<file path="config.mk">
export PLATFORM = sky130hd
export DESIGN_NAME = id_stage
export DESIGN_NICKNAME = d
export VERILOG_FILES = /design/src/rtl/mips_pkg.sv /design/src/rtl/regfile.sv /design/src/rtl/id_stage.sv
export SDC_FILE = /design/constraint.sdc
export NUM_CORES = 2
export LEC_CHECK = 0
export BUFFER_PORTS_ARGS = -buffer_cell sky130_fd_sc_hd__buf_4
export CORE_ASPECT_RATIO = 1.4
export CORE_MARGIN = 5
export CORE_UTILIZATION = 40
export DETAILED_ROUTE_END_ITERATION = 8
export MAX_ROUTING_LAYER = met4
export RECOVER_POWER = 100
export SETUP_SLACK_MARGIN = 0.2
export SLEW_MARGIN = 20
export SYNTH_ARGS = -nofsm -noshare
export SYNTH_HDL_FRONTEND = slang
export SYNTH_SLANG_ARGS = --single-unit
</file>
<file path="constraint.sdc">
create_clock -name clock -period 4 [get_ports clock]
set_clock_uncertainty 0.15 [all_clocks]
set_input_delay 0.2 -clock clock [delete_from_list [all_inputs] [get_ports clock]]
set_output_delay 0.2 -clock clock [all_outputs]
set_load 0.02 [all_outputs]
</file>
<file path="src/rtl/mips_pkg.sv">
// Shared MIPS decode constants: opcodes, R-type functs, ALU operation codes
// and the per-instruction control bundle produced by the ID stage.
package mips_pkg;

    localparam logic [5:0] OP_RTYPE = 6'h00;
    localparam logic [5:0] OP_ADDI  = 6'h08;
    localparam logic [5:0] OP_ANDI  = 6'h0C;
    localparam logic [5:0] OP_ORI   = 6'h0D;
    localparam logic [5:0] OP_XORI  = 6'h0E;
    localparam logic [5:0] OP_LUI   = 6'h0F;
    localparam logic [5:0] OP_LW    = 6'h23;
    localparam logic [5:0] OP_SW    = 6'h2B;

    localparam logic [5:0] FN_ADD = 6'h20;
    localparam logic [5:0] FN_SUB = 6'h22;
    localparam logic [5:0] FN_AND = 6'h24;
    localparam logic [5:0] FN_OR  = 6'h25;
    localparam logic [5:0] FN_XOR = 6'h26;

    localparam logic [3:0] ALUC_ADD = 4'b0000;
    localparam logic [3:0] ALUC_SUB = 4'b0100;
    localparam logic [3:0] ALUC_AND = 4'b0001;
    localparam logic [3:0] ALUC_OR  = 4'b0101;
    localparam logic [3:0] ALUC_XOR = 4'b0010;
    localparam logic [3:0] ALUC_LUI = 4'b0110;

    typedef struct packed {
        logic       legal;
        logic       wreg;
        logic       m2reg;
        logic       wmem;
        logic       aluimm;
        logic [3:0] aluc;
        logic       sext;
        logic       uses_rs;
        logic       uses_rt;
    } ctrl_t;

    // Baseline control for an I-type ALU instruction writing rt.
    function automatic ctrl_t i_ctrl(input logic [3:0] aluc, input logic sext);
        ctrl_t c;
        c         = '0;
        c.legal   = 1'b1;
        c.wreg    = 1'b1;
        c.aluimm  = 1'b1;
        c.aluc    = aluc;
        c.sext    = sext;
        c.uses_rs = 1'b1;
        return c;
    endfunction

    function automatic logic [31:0] ext_imm(input logic [15:0] imm, input logic sext);
        return sext ? {{16{imm[15]}}, imm} : {16'h0000, imm};
    endfunction

endpackage

</file>
<file path="src/rtl/regfile.sv">
// 32x32 register file: two combinational read ports with write-through,
// one write port, async active-low clear, r0 hardwired to zero.
module regfile #(
    parameter int DEPTH = 32
) (
    input  logic        clock,
    input  logic        resetn,
    input  logic [4:0]  ra1,
    input  logic [4:0]  ra2,
    input  logic        we,
    input  logic [4:0]  wa,
    input  logic [31:0] wd,
    output logic [31:0] rd1,
    output logic [31:0] rd2
);

    logic [31:0] mem_q [DEPTH];

    // Register storage; writes to r0 are dropped.
    always_ff @(posedge clock or negedge resetn) begin
        if (!resetn) begin
            for (int i = 0; i < DEPTH; i++) begin
                mem_q[i] <= 32'h0000_0000;
            end
        end else if (we && (wa != 5'd0)) begin
            mem_q[wa] <= wd;
        end
    end

    // Read ports; a same-cycle write to the read index bypasses the array.
    always_comb begin
        rd1 = 32'h0000_0000;
        rd2 = 32'h0000_0000;
        if (resetn) begin
            if (ra1 == 5'd0)                 rd1 = 32'h0000_0000;
            else if (we && (wa == ra1))      rd1 = wd;
            else                             rd1 = mem_q[ra1];
            if (ra2 == 5'd0)                 rd2 = 32'h0000_0000;
            else if (we && (wa == ra2))      rd2 = wd;
            else                             rd2 = mem_q[ra2];
        end else begin
            rd1 = 32'h0000_0000;
            rd2 = 32'h0000_0000;
        end
    end

endmodule

</file>
<file path="src/rtl/id_stage.sv">
// MIPS instruction-decode stage: control decode, immediate extension,
// EXE/MEM operand forwarding, load-use stall with bubble injection.
module id_stage
    import mips_pkg::*;
#(
    parameter int RF_DEPTH = 32
) (
    input  logic        clock,
    input  logic        resetn,
    input  logic [31:0] inst,
    input  logic        ewreg,
    input  logic        em2reg,
    input  logic [4:0]  edestReg,
    input  logic [31:0] ealu,
    input  logic        mwreg,
    input  logic        mm2reg,
    input  logic [4:0]  mdestReg,
    input  logic [31:0] malu,
    input  logic [31:0] mmo,
    input  logic        wwreg,
    input  logic [4:0]  wdestReg,
    input  logic [31:0] wdata,
    output logic        wreg,
    output logic        m2reg,
    output logic        wmem,
    output logic        aluimm,
    output logic [3:0]  aluc,
    output logic [4:0]  destReg,
    output logic [31:0] qa,
    output logic [31:0] qb,
    output logic [31:0] imm32,
    output logic        stall,
    output logic        illegal
);

    logic [5:0]  op_s;
    logic [5:0]  funct_s;
    logic [4:0]  rs_s;
    logic [4:0]  rt_s;
    logic [4:0]  rd_s;
    logic [31:0] rf_a_s;
    logic [31:0] rf_b_s;
    logic [31:0] fwd_a_s;
    logic [31:0] fwd_b_s;
    logic        stall_s;
    ctrl_t       ctrl_s;

    assign op_s    = inst[31:26];
    assign rs_s    = inst[25:21];
    assign rt_s    = inst[20:16];
    assign rd_s    = inst[15:11];
    assign funct_s = inst[5:0];

    regfile #(
        .DEPTH (RF_DEPTH)
    ) u_regfile (
        .clock  (clock),
        .resetn (resetn),
        .ra1    (rs_s),
        .ra2    (rt_s),
        .we     (wwreg),
        .wa     (wdestReg),
        .wd     (wdata),
        .rd1    (rf_a_s),
        .rd2    (rf_b_s)
    );

    // Main control decoder; anything unrecognised leaves ctrl_s all-zero (NOP).
    always_comb begin
        ctrl_s = '0;
        case (op_s)
            OP_RTYPE: begin
                ctrl_s.legal   = 1'b1;
                ctrl_s.wreg    = 1'b1;
                ctrl_s.uses_rs = 1'b1;
                ctrl_s.uses_rt = 1'b1;
                case (funct_s)
                    FN_ADD:  ctrl_s.aluc = ALUC_ADD;
                    FN_SUB:  ctrl_s.aluc = ALUC_SUB;
                    FN_AND:  ctrl_s.aluc = ALUC_AND;
                    FN_OR:   ctrl_s.aluc = ALUC_OR;
                    FN_XOR:  ctrl_s.aluc = ALUC_XOR;
                    default: ctrl_s = '0;
                endcase
            end
            OP_ADDI: ctrl_s = i_ctrl(ALUC_ADD, 1'b1);
            OP_ANDI: ctrl_s = i_ctrl(ALUC_AND, 1'b0);
            OP_ORI:  ctrl_s = i_ctrl(ALUC_OR,  1'b0);
            OP_XORI: ctrl_s = i_ctrl(ALUC_XOR, 1'b0);
            OP_LUI: begin
                ctrl_s         = i_ctrl(ALUC_LUI, 1'b0);
                ctrl_s.uses_rs = 1'b0;
            end
            OP_LW: begin
                ctrl_s       = i_ctrl(ALUC_ADD, 1'b1);
                ctrl_s.m2reg = 1'b1;
            end
            OP_SW: begin
                ctrl_s         = i_ctrl(ALUC_ADD, 1'b1);
                ctrl_s.wreg    = 1'b0;
                ctrl_s.wmem    = 1'b1;
                ctrl_s.uses_rt = 1'b1;
            end
            default: ctrl_s = '0;
        endcase
    end

    // Operand selection: EXE beats MEM beats the register file; r0 never forwards.
    function automatic logic [31:0] fwd(input logic [4:0] idx, input logic [31:0] rf);
        if (idx == 5'd0)                                   return 32'h0000_0000;
        else if (ewreg && !em2reg && (edestReg == idx))    return ealu;
        else if (mwreg && !mm2reg && (mdestReg == idx))    return malu;
        else if (mwreg &&  mm2reg && (mdestReg == idx))    return mmo;
        else                                               return rf;
    endfunction

    assign fwd_a_s = fwd(rs_s, rf_a_s);
    assign fwd_b_s = fwd(rt_s, rf_b_s);

    assign stall_s = ewreg && em2reg && (edestReg != 5'd0) &&
                     (((edestReg == rs_s) && ctrl_s.uses_rs) ||
                      ((edestReg == rt_s) && ctrl_s.uses_rt));

    // Output stage: everything is held at zero in reset; a stall kills the writes.
    always_comb begin
        wreg    = 1'b0;
        m2reg   = 1'b0;
        wmem    = 1'b0;
        aluimm  = 1'b0;
        aluc    = 4'b0000;
        destReg = 5'd0;
        qa      = 32'h0000_0000;
        qb      = 32'h0000_0000;
        imm32   = 32'h0000_0000;
        stall   = 1'b0;
        illegal = 1'b0;
        if (resetn) begin
            wreg    = ctrl_s.wreg && !stall_s;
            m2reg   = ctrl_s.m2reg;
            wmem    = ctrl_s.wmem && !stall_s;
            aluimm  = ctrl_s.aluimm;
            aluc    = ctrl_s.aluc;
            destReg = (op_s == OP_RTYPE) ? rd_s : rt_s;
            qa      = fwd_a_s;
            qb      = fwd_b_s;
            imm32   = ext_imm(inst[15:0], ctrl_s.sext);
            stall   = stall_s;
            illegal = !ctrl_s.legal;
        end else begin
            wreg    = 1'b0;
            illegal = 1'b0;
        end
    end

endmodule

</file>
### Yosys cells after proc, flatten, opt, wreduce, memory -nomap -nowiden

Cells that the tools add are included.

| cells by class | value |
|---|---|
| reduce and logical (&&, ||, !) cells | 31 |
| equality and inequality tests | 18 |
| muxes and demuxes | 36 |
| bitwise logic cells | 3 |
| magnitude comparators | 4 |

Operators by type and width:

| cell | number |
|---|---|
| bitwise mux 1024 bit | 1 |
| 2-to-1 mux 32 bit | 19 |
| binary-select mux 32 bit (select 5 bit) | 2 |
| demux 32 bit (select 5 bit) | 1 |
| case mux 12 bit (8 select lines) | 1 |
| equality test 6 bit (second input constant) | 7 |
| equality test 5 bit | 6 |
| equality test 6 x 4 -> 1 bit (second input constant) | 5 |
| logical AND 1 bit | 20 |
| greater-or-equal comparator 6 bit (second input constant) | 3 |
| NOT 5 -> 6 bit | 3 |
| 2-to-1 mux 5 bit | 3 |
| case mux 3 bit (4 select lines) | 1 |
| zero test 5 bit | 2 |
| nonzero test 5 bit | 2 |
| zero test 6 bit | 1 |
| less-than comparator 6 x 1 -> 1 bit (second input constant) | 1 |
| 2-to-1 mux 1 bit | 6 |
| OR reduction 5 bit | 1 |
| zero test 1 bit | 4 |
| 2-to-1 mux 4 bit | 1 |
| 2-to-1 mux 2 bit | 1 |
| logical OR 1 bit | 1 |

| storage, ports and cells | value |
|---|---|
| output and inout bits | 111 |
| register bits | 1024 |

### Logic depth before layout (Yosys ltp)

| logic depth | value |
|---|---|
| word-level depth | 10 |
| depth in mapped cells | 11 |

### Cells and area by module

Synthesis repeated with hierarchy kept, for this count alone.

| second synthesis, totals | value |
|---|---|
| cell total of the unflattened synthesis | 4349 |
| area, all modules | 58373.5 um^2 |

Modules (own cells, without submodules):

| module | instances | area each (um^2) | cells an instance |
|---|---|---|---|
| regfile | 1 | 55579.6 | 3974 |
| id_stage | 1 | 2793.9 | 375 |

### Least setup slack after synthesis

OpenSTA, ideal clock, no wires.

| path | value |
|---|---|
| kind | input to output |
| from | input inst[16] |
| to | output qb[11] |
| path buffers | 4 |
| setup slack | 1.256 ns |
| stages | 10 |
| arrival time | 2.394 ns |
| cell sequence | buf_2 -> buf_6 -> xnor2_1 -> nand4_1 -> or3_1 -> clkbuf_1 -> nor2_1 -> buf_2 -> a221oi_1 -> o41ai_1 |

| on the way | value |
|---|---|
| cells in the longest elaborated chain, start to end | 10 |

Ends and longest elaborated chain:

| item | line | text |
|---|---|---|
| start: declaration | id_stage.sv:10 | `input logic [31:0] inst,` |
| NOT 5 -> 6 bit (not written as such) | regfile.sv:40 | `else rd2 = mem_q[ra2];` |
| binary-select mux 32 bit (select 5 bit) | regfile.sv:40 |  |
| 2-to-1 mux 32 bit (not written as such) (2 in a row) | regfile.sv:40 |  |
| 2-to-1 mux 32 bit | regfile.sv:39 | `else if (we && (wa == ra2)) rd2 = wd;` |
| 2-to-1 mux 32 bit | id_stage.sv:113 | `else if (mwreg && mm2reg && (mdestReg == idx)) return mmo;` |
| 2-to-1 mux 32 bit | id_stage.sv:112 | `else if (mwreg && !mm2reg && (mdestReg == idx)) return malu;` |
| 2-to-1 mux 32 bit | id_stage.sv:111 | `else if (ewreg && !em2reg && (edestReg == idx)) return ealu;` |
| 2-to-1 mux 32 bit (*) | id_stage.sv:110 | `if (idx == 5'd0) return 32'h0000_0000;` |
| 2-to-1 mux 32 bit (*) | id_stage.sv:137 | `if (resetn) begin` |
| end: declaration | id_stage.sv:30 | `output logic [31:0] qb,` |

Mark *: on every way between the ends. The rest lies on a longest branch, timed or not. The select of a mux whose other input is x is not followed.

### Worst setup path in the final report

| path | value |
|---|---|
| from | input wdestReg[0] |
| to | register u_regfile.mem_q[64] in the netlist's numbering |

| on the way | value |
|---|---|
| cells in the longest elaborated chain, start to end | 6 |

Ends and longest elaborated chain:

| item | line | text |
|---|---|---|
| start: declaration | id_stage.sv:21 | `input logic [4:0] wdestReg,` |
| NOT 5 -> 6 bit (not written as such) | regfile.sv:26 | `mem_q[wa] <= wd;` |
| greater-or-equal comparator 6 bit (not written as such) or less-than comparator 6 x 1 -> 1 bit (tied branches) | regfile.sv:26 |  |
| logical AND 1 bit (not written as such) | regfile.sv:26 |  |
| 2-to-1 mux 32 bit (not written as such) | regfile.sv:26 |  |
| demux 32 bit (select 5 bit) | regfile.sv:26 |  |
| bitwise mux 1024 bit | regfile.sv:26 |  |
| end signal: indexed assignment | regfile.sv:26 |  |
| end: declaration | regfile.sv:17 | `logic [31:0] mem_q [DEPTH];` |

Parallel ways exist; a longest one is shown, timed or not.
A chain may end at the register's enable or synchronous reset.

==> impl_metrics.json <==
{
  "critical_path.max_fanout": 21,
  "area_delta_synth_final_pct": 12.6,
  "fin_crit_sh": 1.01,
  "mostFrequentLayoutCell": "dfrtp_1",
  "relSlewSlack": -1.02,
  "chipHeight_um": 461,
  "place.gp.congestion": 0.891,
  "clkLatencyLatePin_ns": 0.70,
  "synth_ff_type": "dfrtp_1",
  "rr_worst_depth": 1,
  "ctsHtreeMaxLevel": 3,
  "core-area_mm2": 0.144,
  "cts_buffers": 97,
  "final_max_slew_viol_count": 936,
  "syn-num-nets": 4466,
  "grt_usage": 0.275,
  "drt_first_iter_violations": 4123,
  "final_area_mm2": 0.0654,
  "place_hpwl_um": 133000,
  "setup_violations": 17,
  "wirelength_um": 209000,
  "cts_tree": "built",
  "die_x_um": 332,
  "syn_area_mm2": 0.0581,
  "violations": "max-capacitance violations, max-slew violations, negative setup slack",
  "port_buffers": 291,
  "placed_cells": 6166,
  "cp.required_ns": 4.43,
  "overflow": 0,
  "synthCells": 4284,
  "finalHoldViolations": 0,
  "fin_nets": 4562,
  "vias_per_cell": 6.41,
  "fin_cells": 6391,
  "crit_path_end_kind": "register",
  "dr.pass1.iters": 6,
  "clock-root-buffer": "clkbuf_16",
  "rows": 165,
  "grt_pass1_wl_um": 303000,
  "vias": 41000,
  "yosysSeqAreaShare": 0.441,
  "synth_warnings": 0,
  "drive_above_1_share": 0.412,
  "synth_area_per_cell_um2": 13.6,
  "ff2ff_setup_slack_ns": 3.01,
  "worst_slew_pin_slew_ns": 3.03,
  "setup.worst_path.class": "primary input to register",
  "wl_met3_um": 17200,
  "top_regs": "u_regfile.mem_q: 1024 flops",
  "hp-class": "register to register",
  "clock.fmax_mhz": 248,
  "top_layer_used": "met4",
  "dieArea_mm2": 0.153,
  "irDropWorstVdd_mv": 0.293,
  "synthArstFlopShare": 1.00,
  "fin_util": 0.453,
  "wl_met2_um": 99900,
  "antenna_found_initial": 13,
  "grt_pass1_vias": 42100,
  "final_cell_mix": "1,024 x dfrtp_1, 870 x mux2_2, 420 x mux4_2",
  "r2r_start": "u_regfile.mem_q[481]$_DFFE_PN0P_",
  "cp-startpoint": "wdestReg[0]",
  "synth_cell_types": 58,
  "wire_per_inst_um": 32.7,
  "crit_arrival_ns": 4.47,
  "clock_path_buffers": 3,
  "outcome": "complete, but fails checks",
  "fin_crit_ns": 4.04,
  "io_pins": 293,
  "drc": 0,
  "synth_edf_count": 0,
  "worst_r2r_endpoint": "u_regfile.mem_q[481]$_DFFE_PN0P_",
  "rsz0062_at_grt": "no",
  "power_density_mw_per_mm2": 465,
  "placed_cell_area_mm2": 0.0626,
  "crit_end": "u_regfile.mem_q[64]$_DFFE_PN0P_",
  "ctsResizeCount": 0,
  "top_register": "u_regfile.mem_q",
  "final.setup.tns_ns": -0.301,
  "startpoint_type": "primary input",
  "cts.sinks": 1024,
  "maxCapViolCount": 40,
  "p_leak_nw": 28.5,
  "clk_pin_slew_ns": 0.06,
  "largest_register_ffs": 1024,
  "wl_met1_um": 82000,
  "start_util": 0.402,
  "layout_setup_ws_ns": -0.0387,
  "grt_max_degree": 167,
  "synth-seq-cells": 1024,
  "ant_nets": 0
}
## worst min-delay path by stage
stage / from / to / slack, ns / depth (start not counted)
2_1_floorplan: resetn / u_regfile.mem_q[0]$_DFFE_PN0P_ / -0.25 / 0
3_3_place_gp: resetn / u_regfile.mem_q[855]$_DFFE_PN0P_ / -0.06 / 1
3_5_place_dp: resetn / u_regfile.mem_q[855]$_DFFE_PN0P_ / -0.06 / 1
4_1_cts: wdestReg[1] / u_regfile.mem_q[580]$_DFFE_PN0P_ / 0.14 / 4
5_1_grt: u_regfile.mem_q[1022]$_DFFE_PN0P_ / u_regfile.mem_q[1022]$_DFFE_PN0P_ / 0.26 / 0
6_report: u_regfile.mem_q[1014]$_DFFE_PN0P_ / u_regfile.mem_q[1014]$_DFFE_PN0P_ / 0.25 / 0
## synthesized netlist by cell type (2+ instances only)
cell | n | share of area
buf_6 | 7 | 0.0014
nor3b_1 | 7 | 0.00090
o221ai_1 | 3 | 0.00045
mux2_1 | 153 | 0.030
nand3b_1 | 4 | 0.00052
o21a_1 | 2 | 0.00026
mux4_2 | 420 | 0.16
a21oi_1 | 155 | 0.013
dfrtp_1 | 1024 | 0.44
nand3_1 | 45 | 0.0039
a22oi_1 | 122 | 0.016
mux2i_1 | 335 | 0.058
or2_2 | 2 | 0.00022
a21boi_0 | 5 | 0.00065
a211oi_1 | 8 | 0.0010
nor4_1 | 2 | 0.00022
mux2_2 | 871 | 0.17
xor2_1 | 23 | 0.0035
nor2_1 | 78 | 0.0050
a221oi_2 | 18 | 0.0047
nand4_1 | 4 | 0.00043
o41ai_1 | 9 | 0.0014
and2_1 | 30 | 0.0032
o211ai_1 | 3 | 0.00039
or3_1 | 2 | 0.00022
inv_1 | 8 | 0.00052
buf_2 | 92 | 0.0079
buf_1 | 59 | 0.0038
a221oi_1 | 73 | 0.011
xnor2_1 | 7 | 0.0011
a221o_1 | 31 | 0.0053
nor2b_1 | 16 | 0.0017
o21ai_0 | 64 | 0.0055
nor3_1 | 39 | 0.0034
nand2_1 | 163 | 0.011
o22ai_1 | 25 | 0.0027
and3_1 | 13 | 0.0014
clkbuf_1 | 309 | 0.020
buf_4 | 34 | 0.0044
## per-layer routing
metal  up-vias  global-route usage
met3       483              0.0540
met1     22000               0.346
met2      1947               0.440
met5         -                   -
met4         0               0.117
li1      16600                   -
## where the power goes
group	switching, mW	internal [mW]	leakage [nW]
Clock	4.21	5.56	1.62
Sequential	1.46	12.3	13.1
Combinational	3.00	3.84	13.7
## kinds of logic (layout without fill, tap and decap cells)
kind of cell	Yosys count	in the layout	synth area share
AOI/OAI and AO/OA	529	529	0.0642
adders and majority gates	1	1	0.000172
and+or+nand+nor	411	411	0.0325
DFF	1024	1024	0.441
xor gates and xnor gates	30	30	0.00452
other	1	15	0.0000646
buffers and inverters	509	682	0.0380
muxes	1779	1779	0.419
## per-stage QoR
step	total power [mW]	hold WS, ns	setup WS, ns
floorplan	18.4	-0.246	1.26
global placement	20.5	-0.0609	0.254
detailed placement	20.8	-0.0599	0.511
CTS	30.5	0.140	0.341
global route	31.6	0.258	0.127
finish	30.4	0.246	-0.0387
## area by class of cell
class                           count  area [um^2]
Inverter                            8         30.0
Antenna cell                       14         35.0
Sequential cell                  1024        25600
Timing Repair Buffer              498         3670
Tap cell                         1920         2400
Multi-Input combinational cell   2751        30300
Clock inverter                     30          393
Clock buffer                      146         2890
Fill cell                       13000        78900
## repair_timing
action | 4_1_cts | 5_1_grt
setup buffers | 0 | 0
hold buffers | 35 | 0
endpoints found under the hold margin | 1168 | 0
## critical path, stage by stage
cell	delay, ns
clkbuf_1	0.39
nand2_1	0.12
or2_2	0.34
nor2_1	1.76
clkbuf_2	1.21
mux2_2	0.42
Note: power is estimated with default switching activity, not from simulation.
